**src/rtl/etr_conditioner.sv**
```systemverilog
// etr_conditioner: ETR synchronizer, polarity select, glitch filter, rising-edge detect and edge prescaler
module etr_conditioner #(
  parameter int SYNC_STAGES = 2
) (
  input  logic       clk_i,
  input  logic       srst_i,
  input  logic       etr_i,
  input  logic       ece_i,
  input  logic       etp_i,
  input  logic [3:0] etf_i,
  input  logic [1:0] etps_i,
  output logic       etrf_o,
  output logic       trig_o
);
  logic [SYNC_STAGES-1:0] sync_q;
  logic [3:0] etf_q, mat_q, mat_d, n_req, mat_inc;
  logic [1:0] etps_q;
  logic [2:0] smp_q, smp_d, psc_q, psc_d, d_max, p_max;
  logic       etp_q, h_q, h_d, etrf_d, trig_d, p, cfg_chg, tick, edge_det, hit;
  assign p        = sync_q[SYNC_STAGES-1] ^ etp_i;
  assign cfg_chg  = (etf_i != etf_q) || (etps_i != etps_q) || (etp_i != etp_q);
  assign d_max    = 3'((4'd1 << etf_i[3:2]) - 4'd1);
  assign p_max    = 3'((4'd1 << etps_i) - 4'd1);
  assign n_req    = {1'b0, etf_i[1:0], 1'b0} + 4'd2;
  assign tick     = smp_q == d_max;
  assign mat_inc  = mat_q + 4'd1;
  assign hit      = tick && (p != etrf_o) && (mat_inc == n_req);
  assign edge_det = etrf_o & ~h_q;
  // Disable and config change both resync the level so no spurious edge appears
  always_comb begin
    etrf_d = etrf_o;
    h_d    = etrf_o;
    smp_d  = smp_q;
    mat_d  = mat_q;
    psc_d  = psc_q;
    trig_d = 1'b0;
    if (!ece_i || cfg_chg) begin
      etrf_d = p;
      h_d    = p;
      smp_d  = 3'd0;
      mat_d  = 4'd0;
      psc_d  = 3'd0;
    end else begin
      if (etf_i == 4'd0) begin
        etrf_d = p;
      end else begin
        smp_d  = tick ? 3'd0 : smp_q + 3'd1;
        mat_d  = !tick ? mat_q : ((p == etrf_o) || hit) ? 4'd0 : mat_inc;
        etrf_d = hit ? ~etrf_o : etrf_o;
      end
      if (edge_det) begin
        psc_d  = (psc_q == p_max) ? 3'd0 : psc_q + 3'd1;
        trig_d = psc_q == p_max;
      end
    end
  end
  always_ff @(posedge clk_i) begin
    if (srst_i) begin
      sync_q <= '0;
      etrf_o <= 1'b0;
      h_q    <= 1'b0;
      smp_q  <= 3'd0;
      mat_q  <= 4'd0;
      psc_q  <= 3'd0;
      trig_o <= 1'b0;
      etf_q  <= 4'd0;
      etps_q <= 2'd0;
      etp_q  <= 1'b0;
    end else begin
      sync_q <= {sync_q[SYNC_STAGES-2:0], etr_i};
      etrf_o <= etrf_d;
      h_q    <= h_d;
      smp_q  <= smp_d;
      mat_q  <= mat_d;
      psc_q  <= psc_d;
      trig_o <= trig_d;
      etf_q  <= etf_i;
      etps_q <= etps_i;
      etp_q  <= etp_i;
    end
  end
endmodule

```
**config.mk**
```make
export PLATFORM = sky130hd
export DESIGN_NAME = etr_conditioner
export DESIGN_NICKNAME = d
export VERILOG_FILES = /design/src/rtl/etr_conditioner.sv
export SDC_FILE = /design/constraint.sdc
export NUM_CORES = 1
export LEC_CHECK = 0
export CAP_MARGIN = 15
export CORE_MARGIN = 4
export CORE_UTILIZATION = 54
export DETAILED_ROUTE_END_ITERATION = 10
export PLACE_DENSITY_LB_ADDON = 0.2
export SLEW_MARGIN = 20
export SYNTH_ARGS = -nofsm -noshare
export SYNTH_HDL_FRONTEND = slang
export SYNTH_SLANG_ARGS = --single-unit
export TNS_END_PERCENT = 100
```
**constraint.sdc**
```tcl
create_clock -name clk_i -period 2.2 [get_ports clk_i]
set_clock_uncertainty 0.1 [all_clocks]
set_input_delay 0.44 -clock clk_i [delete_from_list [all_inputs] [get_ports clk_i]]
set_output_delay 0.44 -clock clk_i [all_outputs]
set_load 0.01 [all_outputs]
```
# Word-level counts from Yosys, hierarchy flattened

Index checks and enable logic that the tools add are counted.

Register bits after elaboration: 22
Output and inout bits: 2
Word-level logic and storage cells: 51
Input port bits: 11

Reduce and logical (&&, ||, !) cells: 12
Equal/unequal tests: 8
Add/subtract/negate cells: 6
Shift-type cells: 2
Bitwise logic cells: 6
Multiplexer cells: 7

Operators with widths:

| operator              | count |
|---|---|
| $add A3 B1 Y3 const B | 2 |
| $eq A3 B3 Y1          | 2 |
| $mux W3               | 2 |
| $shl A1 B2 Y3 const A | 2 |
| $sub A3 B1 Y3 const B | 2 |
| $add A3 B2 Y4 const B | 1 |
| $add A4 B1 Y4 const B | 1 |
| $eq A4 B4 Y1          | 1 |
| $logic_not A4 Y1      | 1 |
| $logic_or A1 B1 Y1    | 4 |
| $mux W1               | 4 |
| $mux W4               | 1 |
| $ne A4 B4 Y1          | 1 |
| $not A1 Y1            | 4 |
| $reduce_bool A3 Y1    | 1 |
| $reduce_or A3 Y1      | 1 |
| $logic_and A1 B1 Y1   | 2 |
| $ne A1 B1 Y1          | 2 |
| $ne A2 B2 Y1          | 1 |
| $reduce_and A2 Y1     | 1 |
| $reduce_or A2 Y1      | 1 |
| $and A1 B1 Y1         | 1 |
| $eq A1 B1 Y1          | 1 |
| $logic_not A1 Y1      | 1 |
| $xor A1 B1 Y1         | 1 |

# Longest topological paths before layout

Depth in word-level cells: 8
Depth in mapped cells: 7
Mapped depth without buffers: 7

# Worst setup path before layout

OpenSTA, ideal clock, no wires.

Path type: input -> register
From: in etf_i[0]
To: reg mat_q[3]
Path slack: 192 ps
Buffers on the path: 0
Data required time: 2030 ps
Stages on the path: 7
Arrival: 1839 ps
Setup time: 70 ps
Path through: inv_1 > ha_1 > xnor3_1 > and3_4 > o211ai_2 > or3b_1 > a21oi_1

Cells in the longest elaborated chain, start to end: 5
Elaborated cells between the ends (all ways): 13
Those cells by class: add/sub: 1; eq/ne: 2; mux: 1; bitwise: 1; reduce/logical: 8

Ends and longest elaborated chain:

| element                                                   | line   | text |
|---|---|---|
| start: declaration                                        | 10     | `input logic [3:0] etf_i,` |
| $add A3 B2 Y4 or $ne A4 B4 Y1 (tied branches)             | 24, 21 |  |
| $eq A4 B4 Y1 or $logic_or A1 B1 Y1 (tied branches)        | 27, 21 |  |
| $logic_and A1 B1 Y1 or $logic_or A1 B1 Y1 (tied branches) | 27, 21 |  |
| $logic_or A1 B1 Y1, on equally long branches              | 48, 37 |  |
| $mux W4 or $reduce_or A2 Y1 (tied branches)               | -      |  |
| end signal: assignment                                    | 74     | `mat_q <= mat_d;` |
| end: declaration                                          | 16     | `logic [3:0] etf_q, mat_q, mat_d, n_req, mat_inc;` |

Parallel ways exist; a longest one is shown, timed or not.
A chain may end at the register's enable or synchronous reset.

# Worst setup path in the final report

From: in etf_i[0]
To: reg etrf_o

Cells in the longest elaborated chain, start to end: 5
Elaborated cells between the ends (all ways): 11
Those cells by class: add/sub: 1; eq/ne: 2; mux: 2; reduce/logical: 6

Ends and longest elaborated chain:

| element                                                               | line | text |
|---|---|---|
| parallel branches: the longest is 5 deep, another holds $add A3 B2 Y4 | -    |  |
| end signal: assignment                                                | 71   | `etrf_o <= etrf_d;` |
| end: declaration                                                      | 12   | `output logic etrf_o,` |

Several ways; the timed one is not identified.

==> results.rst <==
.. list-table::
   :header-rows: 1

   * - Metric
     - Value
   * - Total placed instance area
     - 1480 um^2
   * - Post-Synth Adder-Cell Area
     - 5.20%
   * - Floorplan Core Area
     - 2040 um^2
   * - Part of the cycle the worst path needs
     - 93.9%
   * - All-layer global routing usage
     - 18.0%
   * - Register clock-pin slew on the reported worst setup and hold paths
     - 0.13 ns
   * - Main synth FF type
     - dfxtp_1
   * - Antenna cells
     - 0
   * - Count of final setup violators
     - 0
   * - Setup slack of the critical path after layout
     - 0.134 ns
   * - Worst setup slack for register-to-register paths
     - 0.36 ns
   * - Number of nets in the finished design
     - 174
   * - Pin count of the biggest net entering global routing
     - 14
   * - Most frequent cell after synthesis
     - dfxtp_1
   * - Number of instances on the worst hold path
     - 1
   * - Total grt overflow
     - 0
   * - Initial standard-cell utilization of the core
     - 58.9%
   * - Vias per cell
     - 5.52
   * - Wire length of the first global-routing pass
     - 4560 um
   * - VDD IR-drop max
     - 535 uV
   * - Worst max-slew margin expressed relative to the limit
     - 78.1%
   * - Number of clock sinks seen by CTS
     - 22
   * - Time the worst path needs with I/O delays and setup
     - 2.07 ns
   * - Run status
     - finished, final reports clean
   * - CP endpoint kind
     - flop
   * - Via count
     - 1016
   * - Gp weighted congestion
     - 0.772
   * - Xor-xnor portion of the synthesized cell area
     - 13.2%
   * - Die extent in y
     - 55.2 um
   * - Number of buffers inserted to repair setup after CTS
     - 0
   * - Main combinational cell family by area after synthesis
     - simple AND/OR/NAND/NOR gates
   * - Timing-limited maximum frequency
     - 484 MHz
   * - Ranking of synthesized cells by area
     - dfxtp_1, xnor2_1, ha_1
   * - Count of pins over their slew limit
     - 0
   * - Worst r2r path cells
     - 6
   * - Synthesized instance count
     - 125
   * - Synthesized Nets
     - 141
   * - I/O pins
     - 13
   * - Die Span X
     - 55.2 um
   * - Critical Path AT
     - 2.23 ns
   * - Commonest cells in the netlist
     - dfxtp_1, a21oi_1, nand2_1, xnor2_1, nor2b_1
   * - Placed wire-length estimate
     - 1950 um
   * - Drt wl/cell
     - 14.2 um
   * - Longest Clk Path Bufs
     - 2
   * - Synth Warn #
     - 0
   * - CTS tree
     - yes
   * - Clock tree root driver cell
     - clkbuf_4
   * - Fraction of the mapped netlist area in simple logic gates
     - 29.7%
   * - Count of endpoints failing hold in the final timing report
     - 0
   * - Total power density per cell area
     - 558 nW/um^2
   * - Data required time at the worst endpoint
     - 2.36 ns
   * - Clock network latency to the later pin of the worst-skew pair
     - 0.31 ns
   * - Vias in the first global route
     - 1029
   * - Type of the worst min-delay path
     - reg -> reg
   * - Summed instance area of the synthesized netlist
     - 1200 um^2
   * - Antenna violations before repair
     - 0
   * - Inserted Clock Buffers
     - 3
   * - Leading area contributor after synthesis
     - dfxtp_1
   * - Cell row count
     - 16
   * - DRT iter0 DRCs
     - 23
   * - Sum of internal, switching and leakage power
     - 0.000857 W
   * - Count of distinct cell types in the synthesized netlist
     - 39
   * - Resized cells post-CTS
     - 0
   * - Crit path launch type
     - input port
   * - Share of synthesized registers carrying an async set or reset
     - 0%
   * - # Max-Cap Violations
     - 0
   * - Sum of routed wire length over all layers
     - 2620 um
   * - First-pass DRT Iterations
     - 4
   * - EDFF count, synth
     - 0
   * - Input/output buffers
     - 12
   * - Sequential share of the synthesized area
     - 36.6%
   * - RSZ-0062 raised after global routing
     - no
   * - Measured slew at the worst slew-check pin
     - 0.326 ns
   * - Type of the worst setup path
     - in -> reg
   * - Setup TNS after final layout
     - 0 ns
   * - Hold endpoint
     - sync_q[1]
   * - Total Die Area
     - 3050 um^2
   * - Maximum fanout count along the critical path
     - 5
   * - Share of cells above drive strength 1
     - 22.9%
   * - Area growth from synthesis to layout
     - 27.4%
   * - Cts-stage hold buffer count
     - 0
   * - ANT nets after route
     - 0
   * - Share of synthesized area spent on multiplexers
     - 1.66%
   * - Pleak
     - 0.572 nW
   * - Share of the synthesized area in the top cell type
     - 36.6%
   * - Worst slack, placed
     - -0.342 ns
   * - Start point of the worst min-delay path
     - sync_q[0]
   * - Post-route design area
     - 1530 um^2
   * - Mapped Avg Cell Area
     - 9.63 um^2
   * - Endpoint of the worst-slack reg-to-reg timing path
     - mat_q[3]
   * - Launch point of the worst path
     - etf_i[0]
   * - Post-layout util
     - 75.1%
   * - DRC violation count after routing
     - 0
   * - FF-to-FF Start
     - mat_q[0]
   * - Number of levels the H-tree was split into
     - 1
   * - Number of synthesized register bits
     - 22
   * - Share of the synthesized area in compound gates (AO/OA/AOI/OAI)
     - 10.7%
==> report_power, final <==
group / leakage [nW] / internal [W] / switching, W
sequential: 0.180 / 0.000410 / 0.00000642
clock: 0.0279 / 0.000184 / 0.000132
combinational: 0.364 / 0.0000699 / 0.0000545
total: 0.572 / 0.000664 / 0.000193
==> area by class of cell <==
class	count	area, um^2
Multi-Input combinational cell	96	728
Fill cell	158	508
Sequential cell	22	440
Timing Repair Buffer	31	263
Tap cell	27	33.8
Clock inverter	1	30.0
Clock buffer	3	22.5
Inverter	4	16.3
==> critical path, cell delays in order <==
cell             delay (ns)
clkdlybuf4s50_1        0.48
inv_1                  0.06
ha_1                   0.30
xnor3_1                0.21
and3_4                 0.18
o211ai_2               0.07
buf_4                  0.17
a31o_1                 0.20
a21oi_1                0.13
==> routing by layer <==
metal / GRT usage, % / part of all wire (%) / up-vias
met4: 5.56 / 0.80 / 0
met5: 0 / 0 / -
met1: 22.0 / 44 / 487
met3: 3.73 / 3.6 / 4
li1: - / - / 504
met2: 31.6 / 51 / 21
==> registers in the layout (all words and copies together), names as in the netlist <==
| signal | flops |
|---|---|
| mat_q | 4 |
| etrf_o | 1 |
| etf_q | 4 |
| psc_q | 3 |
| smp_q | 3 |
| sync_q | 2 |
| etp_q | 1 |
| etps_q | 2 |
| trig_o | 1 |
| h_q | 1 |
==> placed cells by master, fill, tap and decap left out, types with 3 or more instances in the layout <==
cell             instances
dfxtp_1                 22
buf_4                   19
clkdlybuf4s50_1         12
a21oi_1                 11
nand2_1                  9
xnor2_1                  9
nor2b_1                  8
nor2_1                   7
nand4b_1                 5
nor3_1                   5
ha_1                     5
nand4_1                  4
inv_1                    3
or3_1                    3
clkbuf_4                 3
==> logic make-up (layout without fill, tap and decap cells) <==
logic type,after synthesis,after routing
xor gates and xnor gates,14,14
adders and majority gates,5,5
DFF,22,22
and+or+nand+nor,57,57
AOI/OAI and AO/OA,18,18
muxes,2,2
buffers and inverters,7,39
==> how the worst max path moves through the flow <==
stage	cells past startpoint	to	slack (ns)
after global placement	8	mat_q[3]	-0.29
after floorplan	7	mat_q[3]	0.19
after CTS	8	mat_q[3]	0.14
after detailed placement	8	mat_q[3]	-0.34
after global routing	9	mat_q[2]	0.06
final	9	etrf_o	0.13
==> through the flow <==
stage          hold WS [ns]  cells
6_report              0.362    184
3_3_place_gp          0.330    180
5_1_grt               0.377    184
4_1_cts               0.366    184
3_5_place_dp          0.336    180
2_1_floorplan         0.314    125
(Power assumes the default switching activity.)
==> RTL change: new RTL, same settings <==
Add an input register stage for `etr_i`, `ece_i`, `etp_i`, `etf_i` and `etps_i`; this delays them by one clock.
--- a/src/rtl/etr_conditioner.sv
+++ b/src/rtl/etr_conditioner.sv
@@ -13,4 +13,19 @@
   output logic       trig_o
 );
+
+  logic etr_q;
+  logic ece_q;
+  logic etp_r;
+  logic [3:0] etf_r;
+  logic [1:0] etps_r;
+
+  always_ff @(posedge clk_i) begin
+    etr_q  <= etr_i;
+    ece_q  <= ece_i;
+    etp_r  <= etp_i;
+    etf_r  <= etf_i;
+    etps_r <= etps_i;
+  end
+
   logic [SYNC_STAGES-1:0] sync_q;
   logic [3:0] etf_q, mat_q, mat_d, n_req, mat_inc;
@@ -18,9 +33,9 @@
   logic [2:0] smp_q, smp_d, psc_q, psc_d, d_max, p_max;
   logic       etp_q, h_q, h_d, etrf_d, trig_d, p, cfg_chg, tick, edge_det, hit;
-  assign p        = sync_q[SYNC_STAGES-1] ^ etp_i;
-  assign cfg_chg  = (etf_i != etf_q) || (etps_i != etps_q) || (etp_i != etp_q);
-  assign d_max    = 3'((4'd1 << etf_i[3:2]) - 4'd1);
-  assign p_max    = 3'((4'd1 << etps_i) - 4'd1);
-  assign n_req    = {1'b0, etf_i[1:0], 1'b0} + 4'd2;
+  assign p        = sync_q[SYNC_STAGES-1] ^ etp_r;
+  assign cfg_chg  = (etf_r != etf_q) || (etps_r != etps_q) || (etp_r != etp_q);
+  assign d_max    = 3'((4'd1 << etf_r[3:2]) - 4'd1);
+  assign p_max    = 3'((4'd1 << etps_r) - 4'd1);
+  assign n_req    = {1'b0, etf_r[1:0], 1'b0} + 4'd2;
   assign tick     = smp_q == d_max;
   assign mat_inc  = mat_q + 4'd1;
@@ -35,5 +50,5 @@
     psc_d  = psc_q;
     trig_d = 1'b0;
-    if (!ece_i || cfg_chg) begin
+    if (!ece_q || cfg_chg) begin
       etrf_d = p;
       h_d    = p;
@@ -42,5 +57,5 @@
       psc_d  = 3'd0;
     end else begin
-      if (etf_i == 4'd0) begin
+      if (etf_r == 4'd0) begin
         etrf_d = p;
       end else begin
@@ -68,5 +83,5 @@
       etp_q  <= 1'b0;
     end else begin
-      sync_q <= {sync_q[SYNC_STAGES-2:0], etr_i};
+      sync_q <= {sync_q[SYNC_STAGES-2:0], etr_q};
       etrf_o <= etrf_d;
       h_q    <= h_d;
@@ -75,7 +90,7 @@
       psc_q  <= psc_d;
       trig_o <= trig_d;
-      etf_q  <= etf_i;
-      etps_q <= etps_i;
-      etp_q  <= etp_i;
+      etf_q  <= etf_r;
+      etps_q <= etps_r;
+      etp_q  <= etp_r;
     end
   end
Behaviour: not the same (Yosys sat finds a counterexample within 4 cycles, from zero or initial values and one cycle with srst_i high).
==> RTL change against the unedited design <==
  * Global-route usage shrank 2.2 points
  * Routed wire length shrank 16%
  * Non-clock buffer count shrank 18
  * Total power grew 24%
  * Critical path depth shrank 2
  * Area after synthesis grew 9.8%
  * Sequential cell count grew 9
  * First-iteration DRC count shrank 13%
  * Setup slack lost 9.1 ps
  * Maximum frequency shrank 0.44%
  * Cell area is essentially flat
  * Largest cell class unchanged
==> RTL change: results (changes against the unedited design) <==
metric;value;unit;change
status;completed;;
Setup crit start kind;flop;;
hold_sp;etr_q;;
count of different cell masters after synthesis;36;;-7.7%
most frequent cells after synthesis;dfxtp_1 (31), nor2_1 (15), xnor2_1 (9);;
vias;925;;-9.0%
DR iter-0 viols;20;;-13%
first-pass iteration count of the detailed router;4;;unchanged
Power, Total;0.001065;W;+24%
CP top delay family;compound AO/OA/AOI/OAI gates;;
H-tree levels;2;;+1
Worst Path Max Fanout;4;;-1
met1 Track Usage GR;18.55;%;-3.4 points
DPL Wire Length;1.691;mm;-13%
Reg clk slew, reported paths;90;ps;-40 ps
slowest stage cell, crit path;dfxtp_2;;
number of CTS-inserted buffers;5;;+2
total global-route track usage;15.81;%;-2.2 points
met2 wire len;978;um;-27%
met1 wire length;1.055;mm;-8.7%
FF-to-FF Start;etf_r[0];;
largest cells by area after synthesis;dfxtp_1 (47%), xnor2_1 (6.0%), ha_1 (4.7%), nor2_1 (4.3%), nor2b_1 (3.8%);;
maximum VDD drop;616.6;uV;+15%
met3 usage;6.335;%;+2.6 points
sequential area share after synthesis;46.97;%;+10 points
latest clock arrival within the worst-skew pair;330;ps;+20 ps
net count after synthesis;145;;+2.8%
CP peak stage delay;380;ps;-100 ps
Ys Warns;0;;unchanged
leakage;0.5939;nW;+3.8%
nets;162;;-6.9%
Largest regs;etf_q: 4 flops, etf_r: 4 flops, mat_q: 4 flops;;
switching power;0.0002416;W;+25%
Least-Margin Pin Slew;401.2;ps;+74.73 ps
first-pass GRT wire length;3.974;mm;-13%
met2 usage;23.87;%;-7.7 points
fillcell total;180;;+14%
routed wl met3;113;um;+19%
## RTL change: worst paths after layout
| kind | slack [ps] | end | depth (start not counted) |
|---|---|---|---|
| max reg2reg | 120 | mat_q[2] | 7 |
| min | 360 | sync_q[0] | 1 |
| min reg2reg | 360 | sync_q[0] | 1 |
| max | 120 | mat_q[2] | 7 |
## RTL change: layout make-up
class / count / area (um^2) / share of cell area (%)
tap: 28 / 35.03 / 2.282
clock buffer: 8 / 68.82 / 4.482
sequential: 31 / 621.8 / 40.51
inverter: 3 / 11.26 / 0.7335
multi-input combinational: 92 / 670.6 / 43.68
timing repair buffer: 13 / 127.6 / 8.313
## RTL change: power groups by stage
stage,clock (W),combinational [W],sequential [W]
final,0.000372,0.0000944,0.000599
after CTS,0.000386,0.0000954,0.000599
after detailed placement,0,0.0000948,0.000613
after floorplan,0,0.0000664,0.000607
after global routing,0.000410,0.000105,0.000603
after global placement,0,0.0000922,0.000611
## RTL change: kinds of logic (layout without fill, tap and decap cells)
| family | Yosys count | in the layout | synth area share, % |
|---|---|---|---|
| and+or+nand+nor | 51 | 51 | 21.40 |
| DFF | 31 | 31 | 46.97 |
| xor gates and xnor gates | 15 | 15 | 12.03 |
| AOI/OAI and AO/OA | 20 | 20 | 11.84 |
| adders and majority gates | 5 | 5 | 4.735 |
| buffers and inverters | 6 | 24 | 2.273 |
| muxes | 1 | 1 | 0.7576 |
## RTL change: metrics by stage
stage / cells / setup slack, ps / instance area, um^2 / util, %
floorplan: 129 / 229.4 / 1321 / -
global placement: 167 / 179.0 / 1465 / 64.38
detailed placement: 167 / 68.41 / 1465 / 64.38
CTS: 175 / 49.96 / 1534 / 67.40
global route: 175 / 22.71 / 1535 / 67.45
finish: 175 / 124.6 / 1535 / 67.45
